**config.mk**
```make
export PLATFORM = sky130hd
export DESIGN_NAME = alu_arbiter
export DESIGN_NICKNAME = d
export VERILOG_FILES = /design/src/rtl/alu_arbiter.sv
export SDC_FILE = /design/constraint.sdc
export NUM_CORES = 1
export LEC_CHECK = 0
export BUFFER_PORTS_ARGS = -buffer_cell sky130_fd_sc_hd__buf_2
export CORE_MARGIN = 8
export CORE_UTILIZATION = 40
export DETAILED_ROUTE_END_ITERATION = 7
export GPL_TIMING_DRIVEN = 0
export PLACE_DENSITY = 0.77
export RECOVER_POWER = 25
export SYNTH_ARGS = -nofsm -noshare
export SYNTH_HDL_FRONTEND = slang
export SYNTH_SLANG_ARGS = --single-unit
```
**constraint.sdc**
```tcl
create_clock -name clk -period 1.4 [get_ports clk]
set_clock_uncertainty 0.2 [all_clocks]
set_input_delay 0.28 -clock clk [delete_from_list [all_inputs] [get_ports clk]]
set_output_delay 0.28 -clock clk [all_outputs]
set_load 0.02 [all_outputs]
```
**src/rtl/alu_arbiter.sv**
```systemverilog
// alu_arbiter: two requesters share one external combinational ALU through round-robin arbitration.
// Latency: accept -> response after 2 cycles for a legal op, 1 cycle for an illegal op. At best one op per 3 cycles.
// Backpressure: req*_ready stays low while an op is in flight. The response is held until the owner asserts rsp_ready.
module alu_arbiter #(
    parameter int WIDTH = 32
) (
    input  logic             clk,
    input  logic             rst_n,
    input  logic             req0_valid,
    output logic             req0_ready,
    input  logic [3:0]       req0_op,
    input  logic [WIDTH-1:0] req0_a,
    input  logic [WIDTH-1:0] req0_b,
    input  logic             req1_valid,
    output logic             req1_ready,
    input  logic [3:0]       req1_op,
    input  logic [WIDTH-1:0] req1_a,
    input  logic [WIDTH-1:0] req1_b,
    output logic             rsp0_valid,
    input  logic             rsp0_ready,
    output logic             rsp1_valid,
    input  logic             rsp1_ready,
    output logic [WIDTH-1:0] rsp_result,
    output logic             rsp_err,
    output logic [3:0]       alu_ctrl,
    output logic [WIDTH-1:0] alu_a,
    output logic [WIDTH-1:0] alu_b,
    input  logic [WIDTH-1:0] alu_result,
    output logic             busy
);

    typedef enum logic [1:0] {
        IDLE = 2'd0,
        EXEC = 2'd1,
        RESP = 2'd2
    } state_t;

    state_t           state_q, state_d;
    logic             prio_q;     // requester that wins when both are valid
    logic             owner_q;    // requester the in-flight op belongs to
    logic [3:0]       op_q;
    logic [WIDTH-1:0] a_q, b_q, result_q;
    logic             err_q;

    logic             winner;
    logic             accept;
    logic             sel_legal;
    logic [3:0]       sel_op;
    logic [WIDTH-1:0] sel_a, sel_b;

    // Pick the winner: a lone requester always wins, and a tie goes to the pointer.
    always_comb begin
        winner = 1'b0;
        if (req0_valid && req1_valid) begin
            winner = prio_q;
        end else if (req1_valid) begin
            winner = 1'b1;
        end
    end

    assign sel_op = winner ? req1_op : req0_op;
    assign sel_a  = winner ? req1_a  : req0_a;
    assign sel_b  = winner ? req1_b  : req0_b;

    // Decode the winner's op code against the set of ops the ALU supports.
    always_comb begin
        case (sel_op)
            4'b0000, 4'b0001, 4'b0010,
            4'b0110, 4'b0111, 4'b1100: sel_legal = 1'b1;
            default:                   sel_legal = 1'b0;
        endcase
    end

    // Hold the state register; reset drops any in-flight op.
    always_ff @(posedge clk or negedge rst_n) begin
        if (!rst_n) begin
            state_q <= IDLE;
        end else begin
            state_q <= state_d;
        end
    end

    // Compute the next state and the handshake outputs. Accept is masked while reset is held.
    always_comb begin
        state_d    = state_q;
        accept     = 1'b0;
        rsp0_valid = 1'b0;
        rsp1_valid = 1'b0;
        case (state_q)
            IDLE: begin
                accept = rst_n && (req0_valid || req1_valid);
                if (accept) begin
                    state_d = sel_legal ? EXEC : RESP;
                end
            end
            EXEC: begin
                state_d = RESP;
            end
            RESP: begin
                rsp0_valid = !owner_q;
                rsp1_valid = owner_q;
                if (owner_q ? rsp1_ready : rsp0_ready) begin
                    state_d = IDLE;
                end
            end
            default: begin
                state_d = IDLE;
            end
        endcase
    end

    // Capture the accepted op and advance the pointer. Latch the ALU output at the end of EXEC.
    always_ff @(posedge clk or negedge rst_n) begin
        if (!rst_n) begin
            prio_q   <= 1'b0;
            owner_q  <= 1'b0;
            op_q     <= '0;
            a_q      <= '0;
            b_q      <= '0;
            result_q <= '0;
            err_q    <= 1'b0;
        end else if (accept) begin
            prio_q   <= ~winner;
            owner_q  <= winner;
            op_q     <= sel_op;
            a_q      <= sel_a;
            b_q      <= sel_b;
            result_q <= '0;
            err_q    <= ~sel_legal;
        end else if (state_q == EXEC) begin
            result_q <= alu_result;
            err_q    <= 1'b0;
        end
    end

    assign req0_ready = accept && !winner;
    assign req1_ready = accept && winner;
    assign rsp_result = result_q;
    assign rsp_err    = err_q;
    assign alu_ctrl   = op_q;
    assign alu_a      = a_q;
    assign alu_b      = b_q;
    assign busy       = (state_q != IDLE);

endmodule

```
======== After elaboration in Yosys (flattened, before gate mapping) ========
Index checks and enable logic that the tools add are counted.
storage, ports and cells
  input port bits ......................... 174
  bits in registers ....................... 105
  output and inout port bits .............. 106
  word-level logic and storage cells ...... 50
operators by class
  reduce and logical (&&, ||, !) cells .... 13
  bitwise operators ....................... 2
  equality and inequality tests ........... 9
  mux-type cells .......................... 18
operator list
  kind                number
  $mux 32             4
  $mux 1              9
  $eq 4x3->1 const B  2
  $mux 2              3
  $pmux 2 s3          1
  $reduce_or 6->1     1
  $eq 4x1->1 const B  1
  $eq 4x2->1 const B  1
  $eq 4x4->1 const B  1
  $logic_and 1x1->1   4
  $logic_not 4->1     1
  $mux 4              1
  $ne 2x2->1 const B  2
  $reduce_bool 2->1   2
  $eq 2x1->1 const B  1
  $eq 2x2->1 const B  1
  $logic_not 1->1     2
  $logic_not 2->1     1
  $not 1->1           2
  $reduce_and 2->1    1
  $logic_or 1x1->1    1

======== Depth between registers and ports, before layout ========
Gate-level depths: netlist of the first run.
  depth in word-level cells ............... 9
  depth in mapped cells ................... 7
  gate-level depth less buffers ........... 4

======== Worst setup path before layout of the first run ========
OpenSTA, ideal clock, no wires.
  path type ............................... reg2out
  from .................................... reg state_q[1]
  to ...................................... out req0_ready
  stages on the path, launching flop included .. 6
  arrival ................................. 1.263 ns
  setup slack ............................. -0.343 ns
  path buffers ............................ 2
  required time ........................... 0.920 ns
  cell sequence ........................... dfrtp_1 -> nor2_2 -> o211ai_2 -> buf_6 -> buf_6 -> nor2b_1
on the way
  cells in the longest elaborated chain, start to end .. 3
RTL lines
  item                    line  RTL
  from (decl)             38    state_t state_q, state_d;
  from (signal assigned)  79    state_q <= state_d;
  $logic_not 2->1         89    case (state_q)
  $mux 1                  89
  $logic_and 1x1->1       136   assign req0_ready = accept && !winner;
  to (decl)               10    output logic req0_ready,
No other way between the ends.

======== Worst setup path in the final report of the first run ========
  from .................................... reg state_q[1]
  to ...................................... out req1_ready
on the way
  cells in the longest elaborated chain, start to end .. 3
RTL lines
  item               line  RTL
  $logic_not 2->1    89
  $mux 1             89
  $logic_and 1x1->1  137   assign req1_ready = accept && winner;
  to (decl)          15    output logic req1_ready,
No other way between the ends.

==> out/metrics.csv, run 1 <==
stage,metric,value,unit
job,max_cap viols,0,
floorplan,num ports,280,
critical_path,CP arrival,1.51,ns
logic_synthesis,yosys synthesis warning count,0,
critical_path,internal reg-to-reg setup slack,-0.58,ns
timing,Max Freq,503,MHz
worst_hold_path,class of the worst hold path,in -> async,
global_route,GRT met2 Usage,36.7,%
global_route,largest net degree at the start of global routing,56,
timing,max_slew headroom,65.9,%
cts,cts hold-fix bufs,32,
floorplan,num rows,40,
cts,clock-pin slew on the worst setup and hold paths,0.07,ns
cts,H-Tree Level Count,3,
critical_path,CP startpoint kind,register,
cts,Clock Path Buffers,2,
route,1st-iter DRT viols,311,
timing,setup TNS,-41.80,ns
logic_synthesis,distinct cell type count after synthesis,25,
timing,Final Setup Violations,110,
critical_path,Critical Path RT,0.92,ns
cts,Num CTS Buffers,9,
global_route,GR Layer Usage met1,23.5,%
global_route,first-pass GRT wire length,26300,µm
floorplan,Core Area,0.0118,mm²
route,drt pass-1 iters,4,
floorplan,Die W,125,µm
layout,most frequent cells in the layout,"buf_2 (260), nand2_1 (127), dfrtp_1 (103)",
layout,P&R area growth vs syn,71.2,%
critical_path,Slowest cell on crit path,dfrtp_2,
layout,"Net count, final",1010,
global_route,total track usage,20.9,%
placement,placer congestion estimate,0.817,
outcome,failing checks,"hold timing, setup timing",
global_route,Congestion Overflow GR,0,
global_route,initial antenna violation count,0,
route,Via density,4.95,
logic_synthesis,"flops & latches, synth",105,
critical_path,critical path peak fanout,3,
critical_path,crit path from,state_q[1],
timing,setup ws final,-0.589,ns
route,via count,4887,
logic_synthesis,"Seq/Total Area, Yosys",55.1,%
timing,Final Hold Vio Count,50,
placement,PortBufs,279,
timing,Max Slew Vio Count,0,
layout,ratio of cells with drive above 1 in the final layout,50.8,%
layout,"most common cell after layout, fill and taps aside",buf_2,
timing,worst-margin pin slew,0.512,ns
placement,Detail Placement HPWL,12300,µm
logic_synthesis,top post-synthesis cells by area,"dfrtp_1 (55%), mux2i_1 (15%), nand2_1 (10%)",
critical_path,r2r endpoint,rsp_result[7],
pwr,total power,15.1,mW
floorplan,full die area,0.0157,mm²
global_route,met3 GRT Util,6.29,%
cts,CTS tree,done,
critical_path,Setup CP Type,reg -> out,
logic_synthesis,Post-Syn Instances,471,
route,wire length per cell,18.4,µm
pwr,leakage power,4.49,nW
logic_synthesis,Yosys top cell area share,55.1,%
critical_path,element type at the critical path end,output port,
critical_path,Worst Reg-to-Reg Cells,9,
critical_path,worst path cell trace,"nor2_4, o211ai_4, buf_6, buf_12, nor2_4, buf_6",
cts,# clock sinks,105,
pwr,VDD IR-drop max,0.956,mV
floorplan,Die H,125,µm
global_route,busiest layer in global routing,met2,
floorplan,Starting Density,40.4,%
layout,ant diodes,0,
global_route,vias in the first global route,4958,
cts,clk_lat worst skew,0.33,ns
logic_synthesis,Syn Area/Cell,10.1,µm²
route,"antenna viol nets, final",0,
logic_synthesis,Syn Nets,645,
timing,RSZ-0062 raised after global routing,yes,
outcome,run status,"complete, but fails checks",
timing,Fin Hold WS,-0.308,ns
logic_synthesis,mapped cell area,0.00477,mm²
layout,fill count,869,
logic_synthesis,cell taking the most area after synthesis,dfrtp_1,
critical_path,R2R Path Start,state_q[1],
pwr,P per Cell Area,1850,mW/mm²
timing,fin crit share,142,%
timing,minimum clock period,1.99,ns
route,DRC Markers,0,
critical_path,Max stage delay on crit path,0.42,ns
route,Total Wirelength,18200,µm
cts,Root Buffer,clkbuf_16,
critical_path,Setup crit end,req1_ready,
-- where the power goes --
part           total [mW]  switching [mW]  internal, mW
logic                7.69            4.28          3.40
registers            5.03           0.738          4.29
clock network        2.40            1.10          1.30
-- timing repair --
| item | CTS | global route |
|---|---|---|
| setup endpoints to repair | 113 | 134 |
| pin swaps | 5 | 5 |
| endpoints found under the hold margin | 82 | 50 |
| gates resized for setup | 68 | 93 |
| cloned | 5 | 7 |
| buffers inserted | 11 | 19 |
-- through the flow --
step / instance area (µm²) / setup slack [ns] / hold WS, ns / cells / utilization (%)
after floorplan: 4870 / -0.191 / -0.216 / 471 / -
after global placement: 6450 / -2.41 / 0.262 / 897 / 54.6
after detailed placement: 6480 / -0.965 / 0.166 / 898 / 54.9
after CTS: 7550 / -0.644 / -0.297 / 962 / 64.0
after global routing: 8170 / -0.658 / -0.281 / 988 / 69.2
final: 8170 / -0.589 / -0.308 / 988 / 69.2
-- logic make-up (layout without fill, tap and decap cells) --
family,after synthesis,in the layout,share of synthesized area (%)
AO/OA/AOI/OAI,76,76,8.37
AND/OR/NAND/NOR,180,180,16.2
buffers and inverters,40,410,5.61
flip-flops,105,105,55.1
multiplexers,70,70,14.7
-- per-layer routing --
layer / part of all wire [%] / vias up
li1: - / 2333
met1: 38 / 2304
met2: 51 / 209
met3: 7.2 / 41
met4: 3.1 / 0
met5: 0 / -
-- synthesized netlist by cell type, drive strengths merged --
cell / count
nor2: 2
nand2b: 3
o21ai: 70
nor3b: 1
dfrtp: 105
a31oi: 2
and3b: 1
nor4bb: 2
clkbuf: 10
o211ai: 2
nor2b: 3
mux2i: 70
nand3: 33
buf: 25
a21oi: 1
nand3b: 3
inv: 5
nand2: 132
a21o: 1
-- worst min path at each step --
stage	end	slack, ns
final	alu_b[20]	-0.31
after global routing	alu_b[20]	-0.28
after CTS	alu_b[9]	-0.30
after detailed placement	alu_b[9]	0.17
after global placement	alu_ctrl[2]	0.26
after floorplan	alu_a[0]	-0.22
-- critical path, delay by kind of cell, from the launching register on --
kind                   cells  cell delay, ns
flip-flops                 1            0.42
buffers and inverters      3            0.41
AND/OR/NAND/NOR            2            0.24
AO/OA/AOI/OAI              1            0.09
-- flip-flops by register name (all words and copies together), names as in the netlist --
register,cells
owner_q,1
rsp_result,32
rsp_err,1
alu_ctrl,4
alu_b,32
state_q,2
alu_a,32
prio_q,1
-- layout make-up --
class | instances | area, µm² | area share [%]
Inverter | 5 | 18.8 | 0.230
Sequential cell | 105 | 2630 | 32.2
Multi-Input combinational cell | 326 | 2160 | 26.5
Clock buffer | 12 | 256 | 3.14
Tap cell | 147 | 184 | 2.25
Clock inverter | 4 | 27.5 | 0.337
Buffer | 35 | 448 | 5.48
Timing Repair Buffer | 354 | 2440 | 29.9
Power figures use the tool's default switching activity.
==> inputs of run 2 (changes only) <==
--- a/config.mk
+++ b/config.mk
@@ -6,6 +6,7 @@
 export NUM_CORES = 1
 export LEC_CHECK = 0
 export BUFFER_PORTS_ARGS = -buffer_cell sky130_fd_sc_hd__buf_2
+export CORE_ASPECT_RATIO = 0.8
 export CORE_MARGIN = 8
 export CORE_UTILIZATION = 40
 export DETAILED_ROUTE_END_ITERATION = 7
==> run 2 against run 1 <==
  * The run still ends with hold timing, setup timing left
  * Sequential cell count stayed put
  * Die area is 0.14% higher
  * Fmax is 1.4% lower
  * Final area is 4.2% higher
  * First-iteration DRC count is 25% lower
  * Critical endpoint unchanged
  * Largest cell class unchanged
  * Highest routed layer unchanged
==> out/metrics.csv, run 2 (same netlist as run 1, synthesis figures left out) <==
stage,metric,value,unit,change
outcome,run status,"complete, but fails checks",,
outcome,failing checks,"hold timing, setup timing",,
floorplan,Core Area,0.0116,mm²,-2.1%
critical_path,r2r endpoint,rsp_result[7],,
placement,placer congestion estimate,0.810,,-0.77%
timing,setup ws final,-0.617,ns,-0.0274 ns
cts,clk_lat worst skew,0.34,ns,about the same
timing,minimum clock period,2.02,ns,+0.0274 ns
pwr,Flop pwr share,32.0,%,-1.3 points
pwr,switching pwr,6.45,mW,+5.4%
timing,Final Hold Vio Count,76,,+52%
cts,Num CTS Buffers,9,,unchanged
cts,Clock Path Buffers,2,,unchanged
critical_path,buffers plus inverters on the worst setup path,3,,unchanged
floorplan,Die H,114,µm,-9.2%
placement,Placed Cells,899,,+0.11%
route,DRC Markers,0,,unchanged
global_route,vias in the first global route,5603,,+13%
global_route,Congestion Overflow GR,0,,unchanged
layout,fill count,762,,-12%
cts,Root Buffer,clkbuf_16,,
pwr,switching share of power,39.7,%,-0.75 points
route,M1 wire length,7220,µm,+3.1%
timing,RSZ-0062 raised after global routing,yes,,
pwr,leakage power,4.59,nW,+2.3%
timing,worst-margin pin slew,0.479,ns,-0.0323 ns
cts,# clock sinks,105,,unchanged
route,"antenna viol nets, final",0,,unchanged
route,uppermost layer routed,met4,,
pwr,Power Internal,9.79,mW,+8.8%
pwr,VDD IR-drop max,1.31,mV,+37%
placement,PortBufs,279,,unchanged
critical_path,critical path peak fanout,4,,+1
critical_path,Top delay family on crit path,flip-flops,,
global_route,largest net degree at the start of global routing,50,,-11%
critical_path,internal reg-to-reg setup slack,-0.36,ns,+0.22 ns
pwr,Clk pwr share,15.7,%,-0.2 points
layout,P&R area growth vs syn,78.4,%,
critical_path,Max stage delay on crit path,0.43,ns,about the same
timing,Final Setup Violations,112,,+1.8%
cts,CTS tree,done,,
floorplan,Starting Density,41.3,%,+0.87 points
global_route,initial antenna violation count,2,,+2
cts,cts hold-fix bufs,44,,+38%
placement,Setup WS pre-CTS,-1.23,ns,-0.263 ns
critical_path,Worst Reg-to-Reg Cells,8,,-1
pwr,Comb power frac,52.3,%,+1.5 points
layout,fin cells,1019,,+3.1%
route,1st-iter DRT viols,232,,-25%
critical_path,Setup CP Type,reg -> out,,
route,wire length on met2,10600,µm,+14%
placement,Detail Placement HPWL,12500,µm,+2.1%
cts,clock-pin slew on the worst setup and hold paths,0.07,ns,about the same
route,Total Wirelength,20000,µm,+9.8%
floorplan,num rows,35,,-13%
timing,Max Slew Vio Count,0,,unchanged
timing,max_slew headroom,68.1,%,+2.2 points
layout,"Net count, final",1038,,+2.8%
global_route,first-pass GRT wire length,28900,µm,+10%
floorplan,num ports,280,,unchanged
pwr,P per Cell Area,1910,mW/mm²,+3.1%
critical_path,R2R Path Start,state_q[1],,
route,drt pass-1 iters,4,,unchanged
route,wire length per cell,19.6,µm,+6.4%
timing,fin crit share,144,%,+2.0 points
cts,H-Tree Level Count,3,,unchanged
critical_path,element type at the critical path end,output port,,
timing,Fin Hold WS,-0.414,ns,-0.106 ns
critical_path,Slowest cell on crit path,dfrtp_2,,
route,Via density,5.05,,+2.2%
critical_path,CP arrival,1.54,ns,+0.03 ns
critical_path,worst path cell trace,"nor2_4, o211ai_4, buf_6, buf_12, nor2_4, buf_6",,
critical_path,Critical Path RT,0.92,ns,about the same
critical_path,CP startpoint kind,register,,
timing,Max Freq,496,MHz,-1.4%
layout,most frequent cells in the layout,"buf_2 (204), nand2_1 (132), dfrtp_1 (103)",,
job,max_cap viols,0,,unchanged
global_route,total track usage,22.7,%,+1.8 points
layout,"most common cell after layout, fill and taps aside",buf_2,,
route,via count,5150,,+5.4%
worst_hold_path,class of the worst hold path,in -> async,,
layout,ratio of cells with drive above 1 in the final layout,49.1,%,-1.6 points
floorplan,full die area,0.0157,mm²,+0.14%
route,met3 routed WL,1570,µm,+20%
floorplan,Die W,138,µm,+10%
## run 2: changes by cell type in the layout (fill, tap and decap cells not counted), sizes merged
cell and delta:
buf +21, bufbuf -3, bufinv +1, clkbuf -5, clkinv +1, clkinvlp -1, diode +2, dlygate4sd3 +12
inv +2
## run 2: worst max-delay path by stage
stage / start / end / slack (ns) / cells past startpoint
floorplan: state_q[1] / req1_ready / -0.19 / 5
global placement: rst_n / req1_ready / -2.44 / 6
detailed placement: rst_n / req1_ready / -1.23 / 7
CTS: state_q[0] / req1_ready / -0.63 / 6
global route: state_q[1] / req1_ready / -0.68 / 6
finish: state_q[1] / req1_ready / -0.62 / 6
## run 2: what timing repair did
action / 4_1_cts / 5_1_grt
setup buffers: 28 / 35
resized for setup: 90 / 143
gates cloned: 8 / 0
setup endpoints to repair: 122 / 185
pin swaps: 3 / 6
hold endpoints to repair: 117 / 76
## run 2: cell type report
type / instances / area, µm² / share of cell area (%)
timing repair buffer: 384 / 2890 / 34.0
tap: 148 / 185 / 2.18
buffer: 33 / 384 / 4.51
clock inverter: 7 / 76.3 / 0.897
multi-input combinational: 326 / 2100 / 24.6
clock buffer: 9 / 225 / 2.65
sequential: 105 / 2630 / 30.9
antenna: 2 / 5.00 / 0.0588
inverter: 5 / 18.8 / 0.221
## run 2: power by group through the flow
stage | registers (mW) | clock network [mW] | logic [mW]
4_1_cts | 4.98 | 2.62 | 7.22
3_5_place_dp | 5.02 | 0 | 5.98
3_3_place_gp | 4.95 | 0 | 5.83
2_1_floorplan | 6.53 | 0 | 2.06
6_report | 5.19 | 2.56 | 8.49
5_1_grt | 5.31 | 2.76 | 9.04
## run 2: layer usage
layer	vias to the layer above	GRT usage (%)
li1	2375	-
met3	39	7.68
met5	-	0
met4	0	8.45
met1	2488	23.8
met2	248	41.6
## run 2: through the flow
step                util (%)  hold WS [ns]  TNS (ns)  power [mW]  instance area (µm²)
floorplan                  -        -0.216     -4.83        8.60                 4870
CTS                     69.4        -0.373    -32.82        14.8                 8030
finish                  73.6        -0.414    -30.43        16.2                 8510
detailed placement      56.1         0.135   -104.14        11.0                 6480
global placement        55.8         0.263   -359.99        10.8                 6450
global route            73.6        -0.415    -37.22        17.1                 8510
==> inputs of run 3 (changes only) <==
--- a/config.mk
+++ b/config.mk
@@ -5,7 +5,7 @@
 export SDC_FILE = /design/constraint.sdc
 export NUM_CORES = 1
 export LEC_CHECK = 0
-export BUFFER_PORTS_ARGS = -buffer_cell sky130_fd_sc_hd__buf_2
+export BUFFER_PORTS_ARGS = -buffer_cell sky130_fd_sc_hd__buf_4
 export CORE_ASPECT_RATIO = 0.8
 export CORE_MARGIN = 8
 export CORE_UTILIZATION = 40
==> run 3 against run 2 <==
  * The flow still finishes with violations (hold timing, setup timing)
  * Final area is 5.4% higher
  * Via count is 2.4% lower
  * Worst setup slack better by 0.035 ns
  * Clock-buffer cell count is 1 higher
  * Critical endpoint is now req0_ready
==> out/metrics.csv, run 3 (same netlist as run 1, synthesis figures left out) <==
stage,metric,value,unit,change
timing,setup TNS,-30.04,ns,+0.389 ns
layout,ant diodes,0,,-2
cts,Clock Path Buffers,2,,unchanged
floorplan,Die W,138,µm,unchanged
timing,worst-margin pin slew,0.576,ns,+0.0968 ns
placement,Detail Placement HPWL,13000,µm,+3.5%
timing,Fin Hold WS,-0.291,ns,+0.122 ns
outcome,run status,"complete, but fails checks",,
route,wire length per cell,19.2,µm,-2.0%
global_route,GRT met2 Usage,39.1,%,-2.6 points
floorplan,Starting Density,41.3,%,unchanged
global_route,vias in the first global route,5401,,-3.6%
timing,Max Freq,505,MHz,+1.8%
timing,Max Slew Vio Count,0,,unchanged
critical_path,Worst Reg-to-Reg Cells,12,,+4
pwr,leakage power,4.70,nW,+2.4%
route,via count,5028,,-2.4%
global_route,total track usage,22.1,%,-0.61 points
pwr,switching share of power,37.5,%,-2.2 points
critical_path,CP startpoint kind,register,,
timing,setup ws final,-0.581,ns,+0.0353 ns
critical_path,CP arrival,1.50,ns,-0.04 ns
job,max_cap viols,0,,unchanged
global_route,initial antenna violation count,0,,-2
route,1st-iter DRT viols,299,,+29%
critical_path,R2R Path Start,state_q[0],,
route,drt pass-1 iters,5,,+1
pwr,total power,16.7,mW,+3.1%
critical_path,Setup CP Type,reg -> out,,
critical_path,r2r endpoint,owner_q,,
timing,minimum clock period,1.98,ns,-0.0353 ns
timing,Final Setup Violations,110,,-1.8%
layout,ratio of cells with drive above 1 in the final layout,51.2,%,+2.1 points
pwr,Power Internal,10.5,mW,+6.9%
cts,CTS tree,done,,
timing,max_slew headroom,61.6,%,-6.5 points
critical_path,critical path peak fanout,5,,+1
pwr,Clk pwr share,17.1,%,+1.4 points
layout,most frequent cells in the layout,"buf_4 (278), nand2_1 (132), dfrtp_1 (105)",,
global_route,met3 GRT Util,6.52,%,-1.2 points
cts,cts hold-fix bufs,33,,-25%
route,DRC Markers,0,,unchanged
global_route,first-pass GRT wire length,28100,µm,-2.8%
layout,"Net count, final",1029,,-0.87%
pwr,Flop pwr share,30.8,%,-1.2 points
global_route,busiest layer in global routing,met2,,
critical_path,worst path cell trace,"nor2_4, o211ai_4, buf_6, buf_12, nor2b_4, buf_6",,
floorplan,full die area,0.0157,mm²,unchanged
cts,H-Tree Level Count,3,,unchanged
cts,clk_lat worst skew,0.34,ns,about the same
pwr,P per Cell Area,1870,mW/mm²,-2.1%
route,Total Wirelength,19300,µm,-3.1%
critical_path,CP most frequent cell,buf_6,,
layout,P&R area growth vs syn,88.0,%,
critical_path,Critical Path RT,0.92,ns,about the same
cts,Num CTS Buffers,9,,unchanged
global_route,largest net degree at the start of global routing,107,,+110%
floorplan,Core Area,0.0116,mm²,unchanged
pwr,Comb power frac,52.1,%,-0.2 points
cts,# clock sinks,105,,unchanged
layout,"most common cell after layout, fill and taps aside",buf_4,,
cts,Root Buffer,clkbuf_16,,
timing,fin crit share,142,%,-2.5 points
outcome,failing checks,"hold timing, setup timing",,
cts,clock-pin slew on the worst setup and hold paths,0.07,ns,about the same
route,"antenna viol nets, final",0,,unchanged
global_route,Congestion Overflow GR,0,,unchanged
floorplan,num ports,280,,unchanged
floorplan,num rows,35,,unchanged
timing,RSZ-0062 raised after global routing,yes,,
placement,PortBufs,279,,unchanged
critical_path,element type at the critical path end,output port,,
critical_path,Slowest cell on crit path,dfrtp_1,,
pwr,VDD IR-drop max,1.23,mV,-6.0%
worst_hold_path,class of the worst hold path,in -> async,,
pwr,switching pwr,6.29,mW,-2.5%
global_route,GR Layer Usage met1,24.4,%,+0.64 points
placement,placer congestion estimate,0.833,,+2.8%
timing,Final Hold Vio Count,105,,+38%
critical_path,Max stage delay on crit path,0.41,ns,-0.02 ns
floorplan,Die H,114,µm,unchanged
critical_path,internal reg-to-reg setup slack,-0.51,ns,-0.15 ns
route,Via density,4.99,,-1.2%
run 3: cell count changes in the layout (fill, tap and decap cells not counted), sizes merged:
| cell | before | now |
|---|---|---|
| dlygate4sd3 | 44 | 33 |
| buf | 362 | 364 |
| bufinv | 1 | 3 |
| clkbuf | 19 | 21 |
| clkinvlp | 2 | 0 |
| diode | 2 | 0 |
| inv | 7 | 5 |
| bufbuf | 1 | 0 |
run 3: what timing repair did:
item	CTS	global route
endpoints found under the setup margin	117	173
hold endpoints to repair	138	105
setup buffers	21	37
pin swaps	3	4
gates cloned	3	4
gates resized for setup	69	85
run 3: layer usage:
| layer | share of wire (%) | wire length, µm | up-vias |
|---|---|---|---|
| met3 | 7.0 | 1350 | 49 |
| met5 | 0 | 0 | - |
| met4 | 3.5 | 669 | 0 |
| met1 | 38 | 7440 | 2387 |
| li1 | - | - | 2352 |
| met2 | 51 | 9890 | 240 |
run 3: how the worst max path moves through the flow:
stage	to	cells after the start	slack [ns]	start
final	req0_ready	6	-0.58	state_q[1]
after global routing	req1_ready	6	-0.66	state_q[1]
after CTS	req1_ready	6	-0.64	state_q[0]
after detailed placement	req1_ready	6	-1.58	rst_n
after global placement	req1_ready	6	-1.52	rst_n
after floorplan	req1_ready	5	-0.19	state_q[1]
run 3: through the flow:
step           area (µm²)  setup slack (ns)  hold WS [ns]  std cells  utilization, %
6_report             8960            -0.581        -0.291       1007            77.5
5_1_grt              8960            -0.661        -0.260       1007            77.5
3_5_place_dp         7150             -1.58         0.277        898            61.9
3_3_place_gp         7150             -1.52         0.270        898            61.9
4_1_cts              8320            -0.638        -0.279        969            71.9
2_1_floorplan        4870            -0.191        -0.216        471               -
run 3: worst max-delay path: cells and delay by family (launching register included):
kind	cells	cell delay, ns
AND/OR/NAND/NOR	2	0.24
AO/OA/AOI/OAI	1	0.09
flip-flops	1	0.41
buffers and inverters	3	0.40
run 3: area by class of cell:
cell class	count	area, µm²
Clock buffer	10	239
Inverter	5	18.8
Fill cell	729	2600
Sequential cell	105	2630
Multi-Input combinational cell	326	2140
Buffer	33	385
Clock inverter	5	104
Timing Repair Buffer	375	3270
Tap cell	148	185
run 3: power by group through the flow:
stage / clock (mW) / combinational [mW] / sequential, mW
finish: 2.87 / 8.72 / 5.16
CTS: 2.94 / 7.57 / 5.05
detailed placement: 0 / 6.86 / 5.10
global placement: 0 / 6.72 / 5.02
global route: 3.09 / 9.25 / 5.29
floorplan: 0 / 2.06 / 6.53
